## src/rtl/scan_decoder_pkg.sv

```systemverilog
// rtl/scan_decoder_pkg.sv - mode encodings and polarity-aware one-hot decode helper
package scan_decoder_pkg;

    localparam logic MODE_DIRECT = 1'b0;
    localparam logic MODE_SCAN   = 1'b1;

    localparam int MAX_SEL_W = 8;
    localparam int MAX_OUT   = 1 << MAX_SEL_W;

    // Callers slice the low 2**SEL_W bits of the result.
    function automatic logic [MAX_OUT-1:0] onehot_decode(
        input logic [MAX_SEL_W-1:0] idx,
        input logic                 active_low
    );
        logic [MAX_OUT-1:0] v;
        v      = '0;
        v[idx] = 1'b1;
        return active_low ? ~v : v;
    endfunction

endpackage

```

## src/rtl/scan_prescaler.sv

```systemverilog
// rtl/scan_prescaler.sv - scan step prescaler: counts while running, ticks when count reaches div
module scan_prescaler #(
    parameter int DIV_W = 16
) (
    input  logic             clk,
    input  logic             rst,
    input  logic             clear,
    input  logic             run,
    input  logic [DIV_W-1:0] div,
    output logic             tick
);

    logic [DIV_W-1:0] cnt_q, cnt_d;

    always_comb begin
        // >= rather than == so that lowering div below the running count ticks at once
        tick  = run && (cnt_q >= div);
        cnt_d = cnt_q;
        if (clear) begin
            cnt_d = '0;
        end else if (run) begin
            cnt_d = tick ? '0 : cnt_q + DIV_W'(1);
        end
    end

    always_ff @(posedge clk or posedge rst) begin
        if (rst) begin
            cnt_q <= '0;
        end else begin
            cnt_q <= cnt_d;
        end
    end

endmodule

```

## src/rtl/scan_decoder.sv

```systemverilog
// rtl/scan_decoder.sv - registered enable-gated N-way decoder with direct and auto-scan modes
module scan_decoder
    import scan_decoder_pkg::*;
#(
    parameter int SEL_W      = 3,
    parameter bit ACTIVE_LOW = 1'b1,
    parameter int DIV_W      = 16
) (
    input  logic                  clk,
    input  logic                  rst,
    input  logic                  g1,
    input  logic                  g2a_n,
    input  logic                  g2b_n,
    input  logic                  mode,
    input  logic [SEL_W-1:0]      sel,
    input  logic [SEL_W-1:0]      scan_last,
    input  logic [DIV_W-1:0]      div,
    output logic [2**SEL_W-1:0]   y,
    output logic [SEL_W-1:0]      cur_sel,
    output logic                  wrap
);

    localparam int OUT_N = 2**SEL_W;

    logic                 en;
    logic                 scan_entry;
    logic                 presc_clear;
    logic                 presc_run;
    logic                 tick;
    logic [MAX_OUT-1:0]   dec;

    logic                 mode_q, mode_d;
    logic [SEL_W-1:0]     index_q, index_d;
    logic [OUT_N-1:0]     y_q, y_d;
    logic [SEL_W-1:0]     cur_sel_q, cur_sel_d;
    logic                 wrap_q, wrap_d;

    scan_prescaler #(
        .DIV_W (DIV_W)
    ) u_prescaler (
        .clk   (clk),
        .rst   (rst),
        .clear (presc_clear),
        .run   (presc_run),
        .div   (div),
        .tick  (tick)
    );

    always_comb begin
        en          = g1 & ~g2a_n & ~g2b_n;
        scan_entry  = (mode == MODE_SCAN) && (mode_q == MODE_DIRECT);
        // Entry clear applies even with the enables off, so scanning always starts at channel 0.
        presc_clear = scan_entry || ((mode == MODE_DIRECT) && en);
        presc_run   = (mode == MODE_SCAN) && (mode_q == MODE_SCAN) && en;
        mode_d      = mode;

        index_d = index_q;
        wrap_d  = 1'b0;
        if (presc_clear) begin
            index_d = '0;
        end else if (tick) begin
            if (index_q >= scan_last) begin
                index_d = '0;
                wrap_d  = 1'b1;
            end else begin
                index_d = index_q + SEL_W'(1);
            end
        end

        dec       = '0;
        y_d       = {OUT_N{ACTIVE_LOW}};
        cur_sel_d = cur_sel_q;
        if (en) begin
            cur_sel_d = (mode == MODE_SCAN) ? index_d : sel;
            dec       = onehot_decode(MAX_SEL_W'(cur_sel_d), ACTIVE_LOW);
            y_d       = dec[OUT_N-1:0];
        end
    end

    always_ff @(posedge clk or posedge rst) begin
        if (rst) begin
            mode_q    <= MODE_DIRECT;
            index_q   <= '0;
            y_q       <= {OUT_N{ACTIVE_LOW}};
            cur_sel_q <= '0;
            wrap_q    <= 1'b0;
        end else begin
            mode_q    <= mode_d;
            index_q   <= index_d;
            y_q       <= y_d;
            cur_sel_q <= cur_sel_d;
            wrap_q    <= wrap_d;
        end
    end

    assign y       = y_q;
    assign cur_sel = cur_sel_q;
    assign wrap    = wrap_q;

endmodule

```

## config.mk

```make
export PLATFORM = sky130hd
export DESIGN_NAME = scan_decoder
export DESIGN_NICKNAME = d
export VERILOG_FILES = /design/src/rtl/scan_decoder_pkg.sv /design/src/rtl/scan_prescaler.sv /design/src/rtl/scan_decoder.sv
export SDC_FILE = /design/constraint.sdc
export NUM_CORES = 1
export LEC_CHECK = 0
export CAP_MARGIN = 20
export CORE_MARGIN = 2
export CORE_UTILIZATION = 45
export CTS_BUF_LIST = sky130_fd_sc_hd__clkbuf_8
export CTS_CLUSTER_SIZE = 28
export DETAILED_ROUTE_END_ITERATION = 6
export HOLD_SLACK_MARGIN = 0.15
export PLACE_DENSITY_LB_ADDON = 0.3
export SLEW_MARGIN = 10
export SYNTH_ARGS = -nofsm -noshare
export SYNTH_HDL_FRONTEND = slang
export SYNTH_SLANG_ARGS = --single-unit
```

## constraint.sdc

```tcl
create_clock -name clk -period 2.7 [get_ports clk]
set_input_delay 0.405 -clock clk [delete_from_list [all_inputs] [get_ports clk]]
set_output_delay 0.405 -clock clk [all_outputs]
set_load 0.02 [all_outputs]
```

Word level (Yosys, flattened, before mapping)
Cells that the tools add are included.

operators by class
  bitwise gates (word level) = 7
  reductions and logical operators = 8
  add/subtract/negate cells = 2
  muxes and demuxes = 13
  $lt $le $gt $ge = 4

operators by type and width
  kind                   count
  $mux 16                3
  $add 16x1->16 const B  1
  $ge 16x16->1           1
  $mux 3                 4
  $lt 3x9->1 const B     1
  $mux 8                 1
  $not 8->8              1
  $logic_and 1x1->1      6
  $mux 1                 4
  $not 1->1              4
  $add 3x1->3 const B    1
  $demux 1 s3            1
  $ge 3x1->1 const B     1
  $ge 3x3->1             1
  $and 1x1->1            2
  $reduce_bool 2->1      1
  $logic_or 1x1->1       1

storage, ports and cells
  register bits = 32
  word-level logic and storage cells = 40
  output and inout bits = 12

Logic depth before layout (Yosys ltp)
  depth after elaboration = 14
  gate-level depth with buffers = 10
  gate-level depth less buffers = 9

Hierarchy
A second synthesis with hierarchy kept.

unflattened totals
  cells, all modules = 224
  area total of the unflattened synthesis = 2040.7 um^2

modules (own cells, without submodules)
  module          times used  cells each  area an instance (um^2)
  scan_prescaler  1           155         1296.2
  scan_decoder    1           69          744.5

Worst setup path after synthesis
Ideal clock, no wire load.

  path type = input port to flip-flop
  from = input port div[1]
  to = register y_q[2] (netlist: y[2])
  data arrival time = 2.182 ns
  setup slack = 0.423 ns
  cell stages on the path = 10
  data required time = 2.605 ns
  library setup time = 0.095 ns
  cell sequence = inv_1 ha_1 nor2b_1 o211a_1 o311ai_2 and3_1 buf_6 nor4_4 a2111oi_4 nand3_1

between the ends
  word-level cells in the longest chain between the ends = 11
  elaborated cells on any way between the ends = 12
  classes of those cells = 3 x order compare; 6 x mux; 1 x bitwise; 2 x reduce/logical

RTL lines
  what                                                                   RTL line                RTL
  from (decl)                                                            scan_decoder.sv:17      input logic [DIV_W-1:0] div,
  $ge 16x16->1 *                                                         scan_prescaler.sv:17    tick = run && (cnt_q >= div);
  $logic_and 1x1->1 *                                                    scan_prescaler.sv:17
  $mux 3 *                                                               scan_decoder.sv:61      end else if (tick) begin
  $mux 3 *                                                               scan_decoder.sv:59      if (presc_clear) begin
  $mux 3 *                                                               scan_decoder.sv:74      cur_sel_d = (mode == MODE_SCAN) ? index_d : sel;
  $lt 3x9->1 (not written as such) / $ge 3x1->1 (equally long branches)  scan_decoder_pkg.sv:17  v[idx] = 1'b1;
  $logic_and 1x1->1 (not written as such)                                scan_decoder_pkg.sv:17
  $mux 1 (not written as such)                                           scan_decoder_pkg.sv:17
  $demux 1 s3 *                                                          scan_decoder_pkg.sv:17
  $not 8->8 *                                                            scan_decoder_pkg.sv:18  return active_low ? ~v : v;
  $mux 8 *                                                               scan_decoder.sv:73      if (en) begin
  named net y_d[2]                                                       scan_decoder.sv:34      logic [OUT_N-1:0] y_q, y_d;
  to (signal assigned)                                                   scan_decoder.sv:84      y_q <= {OUT_N{ACTIVE_LOW}};
  to (signal assigned)                                                   scan_decoder.sv:90      y_q <= y_d;
  to (decl)                                                              scan_decoder.sv:34

The timed path passes the listed nets; every way through them passes the cells marked *.
A chain may end at the register's enable or synchronous reset.

Worst setup path in the final report
  from = input port div[1]
  to = register y_q[4] (netlist: y[4])

The elaborated chain is that of the path after synthesis.

==> flow_results.org <==
** Die
- The initial utilization of the core area, before any placement, comes to 0.467.
- The initialized floorplan defines 24 standard-cell rows.
- Count of pins on the block boundary :: 40
- Placeable core region :: 0.00435 sq mm
- X dimension of the die :: 71.2 microns
- Die height :: 71.2 microns
- The die covers approximately 0.0051 sq mm.

** GRT
- Wire length of the first global-routing pass :: 7.67 mm
- The number of antenna violations at the first check in global routing is 0.
- Number of global-route vias before repair :: 1760
- Grt ovf :: 0
- Overall routing resource usage :: 0.188
- Entering global routing, the biggest net connects 33 pins.

** Timing
- At the pin with the least slew margin, the transition time is 0.571 ns.
- Of the available clock period, the critical path in the final layout requires 0.956.
- Setup repair after global routing left no endpoint under its margin.
- Post-route minimum period :: 2.58 ns
- Headroom to the max-slew limit :: 0.619
- The number of pins with negative max-slew slack in the final report came to 0.
- The total count of hold-check failures in the final report came to 0.
- Setup tns final :: 0 ns
- Upper clock frequency limit :: 0.387 GHz
- Final clock skew :: just over 0.005 ns
- Final setup violating endpoints :: 0

** Placed design
- During placement, the flow inserted port buffers numbering 39.
- After legalization and detailed placement, the total HPWL measured around 3.3 mm.
- Including well taps, the total number of placed cells is 326.
- Placer's final routability congestion estimate :: between 0.8 and 0.9
- Post-place instance area :: 0.00253 sq mm

** Cells and area
- Final standard cell utilization of the core :: 0.604
- Once layout is complete, the cells apart from fillers number 335.
- Nets :: 331
- Summing all non-filler instances in the final layout gives an area of 0.00263 sq mm.
- Layout overhead on the synthesized area :: 29.3%
- Most common cell after layout, fill and taps aside :: sky130_fd_sc_hd__clkdlybuf4s50_1
- Antenna diode count :: 0
- Counting the fill cells in the layout gives approximately 380.
- In the layout the commonest cells are sky130_fd_sc_hd__clkdlybuf4s50_1 (39), sky130_fd_sc_hd__inv_1 (26), sky130_fd_sc_hd__nand2_1 (24), sky130_fd_sc_hd__o21ai_0 (24), sky130_fd_sc_hd__dfrtp_1 (24).
- Of the cells placed in the final design, the portion with a size suffix greater than 1 is 0.106.

** Power and ir drop
- The share of total power dissipated in combinational logic is 0.147.
- Cell-internal power :: 0.000739 W
- VDD sags by at most between 150 and 200 uV.
- Summed over all nets, the switching power comes to roughly 0.00026 W.
- Relative contribution of the clock network to total power :: 0.354
- Switching power as a share of total power :: 0.259
- The share of total power dissipated in sequential elements is 0.499.
- Power per cell area :: between 300 and 400 mW/mm^2
- Reported leakage power :: 1.21 nW

** Clock tree
- In this run, post-CTS repair resized a total of 0 instances.
- Reg clk slew, reported paths :: approximately 0.070 ns
- Hold-fix buffers at CTS :: 0
- The tree built by TritonCTS fans out to 32 sinks.
- Cell chosen for the clock root :: sky130_fd_sc_hd__clkbuf_8
- Number of buffers added by the clock tree synthesis step :: 5
- TritonCTS built the clock tree.
- Clock latency on the worst-skew pair, taken at its later pin, is just under 0.3 ns.
- The H-tree generated during clock tree synthesis spans 2 levels.
- Once the clock tree was built, the setup fixing pass inserted 0 buffers.
- Max Buffers Root-to-Sink :: 2

** Critical path
- Critical Path RT :: 2.90 ns
- Among all stages on the critical path, the largest delay is contributed by sky130_fd_sc_hd__clkdlybuf4s50_1.
- Counting both buffers and inverters, the worst setup path holds a total of 2.
- Number of cells on the critical path :: 10
- The worst setup path is launched from an input pin.
- Slowest stage delay, CP :: 0.45 ns
- R2r worst-path depth :: 8
- STA classifies the critical path endpoint as a flip-flop.
- Among cell families on the critical path, the largest total delay comes from compound AO/OA/AOI/OAI gates.
- Traced cell by cell, the critical path runs through clkdlybuf4s50_1 -> inv_1 -> ha_1 -> nor2b_1 -> o211a_1 -> o311ai_2 -> and3_4 -> nor4_4 -> a2111oi_4 -> nand3_1.
- Arrival @ worst endpoint :: 2.79 ns
- Startpoint-to-endpoint class of the critical path :: input pin to flip-flop
- Top fanout value on the critical path :: 6

** Route
- Starting DRC count in detailed routing :: 133
- The routed layout has 1853 vias.
- Detail-routed via count per cell :: ~5.5
- For this run, design rule violations remaining after detail routing come to 0.
- For this block, the routed nets add up to 4.40 mm of wire.
- The first detailed-routing pass ran for 5 iterations.
- DRT antenna net count :: 0
- Per-cell routed wire length :: between 10 and 15 microns

** Min path
- The min-delay analysis places its worst path in the category flip-flop to flip-flop.
- Worst hold path stage count :: 1

** Run status
- The run finished with clean final reports.

** Logic synthesis
- Synthesis inferred 32 register bits.
- Number of warnings printed during yosys synthesis :: 0
- Of the synthesized area, sequential elements account for 0.399.
- After synthesis, the share of flip-flops with an asynchronous set or reset is 1.00.
- Avg Cell Area, Syn :: 8.84 sq um
- Counting flops with a built-in enable in the synthesized netlist gives 0.
- Synthesis produced 230 cells.
- Primary flip-flop cell chosen by synthesis mapping :: sky130_fd_sc_hd__dfrtp_1
- Post-synthesis instance area :: 0.00203 sq mm
- The number of nets in the synthesized netlist is 279.
- The synthesized netlist contains 36 unique library cells.

** Run
- Across the run, the number of max-cap violations was 0.
## stage by stage
stage / power, W / setup WS (ns) / hold WS, ns
floorplan: 0.000575 / 0.423 / 0.436
global placement: 0.000649 / -0.196 / 0.470
detailed placement: 0.000652 / -0.269 / 0.478
CTS: 0.00100 / 0.0312 / 0.493
global route: 0.00104 / 0.00705 / 0.514
finish: 0.000997 / 0.118 / 0.486
## registers in the layout (all words and copies together) (netlist names)
name	cells
y	8
mode_q	1
cur_sel	3
u_prescaler.cnt_q	16
wrap	1
index_q	3
## layout make-up
type | count | area [sq um] | share of cell area
multi-input combinational | 169 | 1110 | 0.422
sequential | 32 | 811 | 0.308
timing repair buffer | 50 | 473 | 0.180
inverter | 24 | 90.1 | 0.0343
clock buffer | 5 | 68.8 | 0.0262
tap | 52 | 65.1 | 0.0248
clock inverter | 3 | 12.5 | 0.00476
## routing by layer
layer  part of all wire  GRT usage  up-vias
met3              0.042     0.0323       11
met5                  0          0        -
met2               0.46      0.291       58
li1                   -          -      922
met4              0.025      0.103        0
met1               0.48      0.251      862
## power groups by stage
stage               combinational, W  clock [W]  sequential (W)
finish                      0.000147   0.000353        0.000497
global route                0.000163   0.000380        0.000498
floorplan                  0.0000608          0        0.000515
global placement            0.000144          0        0.000505
CTS                         0.000147   0.000358        0.000497
detailed placement          0.000146          0        0.000505
## cell usage after synthesis, drive strengths merged, types with 2 or more instances
cell,instances,area share
a21o,2,0.0074
a21oi,9,0.022
a31oi,2,0.0062
and3,4,0.012
buf,3,0.010
clkbuf,2,0.0037
dfrtp,24,0.30
dfstp,8,0.10
ha,21,0.13
inv,24,0.044
nand2,24,0.044
nand3,18,0.044
nand4,5,0.015
nor2,18,0.033
nor2b,9,0.028
nor3,3,0.0074
nor4,2,0.014
o211a,2,0.0098
o211ai,2,0.0074
o21ai,27,0.066
o311ai,2,0.012
o31ai,6,0.022
o41ai,3,0.013
xnor2,2,0.0086
## logic make-up after synthesis
group | after synthesis | share of synthesized area
DFF | 32 | 0.399
adders and majority gates | 21 | 0.129
xor gates and xnor gates | 3 | 0.0129
and+or+nand+nor | 85 | 0.204
AOI/OAI and AO/OA | 60 | 0.196
buffers and inverters | 29 | 0.0585
## worst paths after layout
path / endpoint / from / slack, ns
hold / removal: cur_sel[0] / cur_sel[0] / 0.49
min in group asynchronous: cur_sel[0] / rst / 0.50
setup reg to reg: y[4] / u_prescaler.cnt_q[1] / 0.30
setup / recovery: y[4] / div[1] / 0.12
max in group asynchronous: y[4] / rst / 1.88
hold reg to reg: cur_sel[0] / cur_sel[0] / 0.49
No activity file was read; power rests on OpenSTA's default activity.
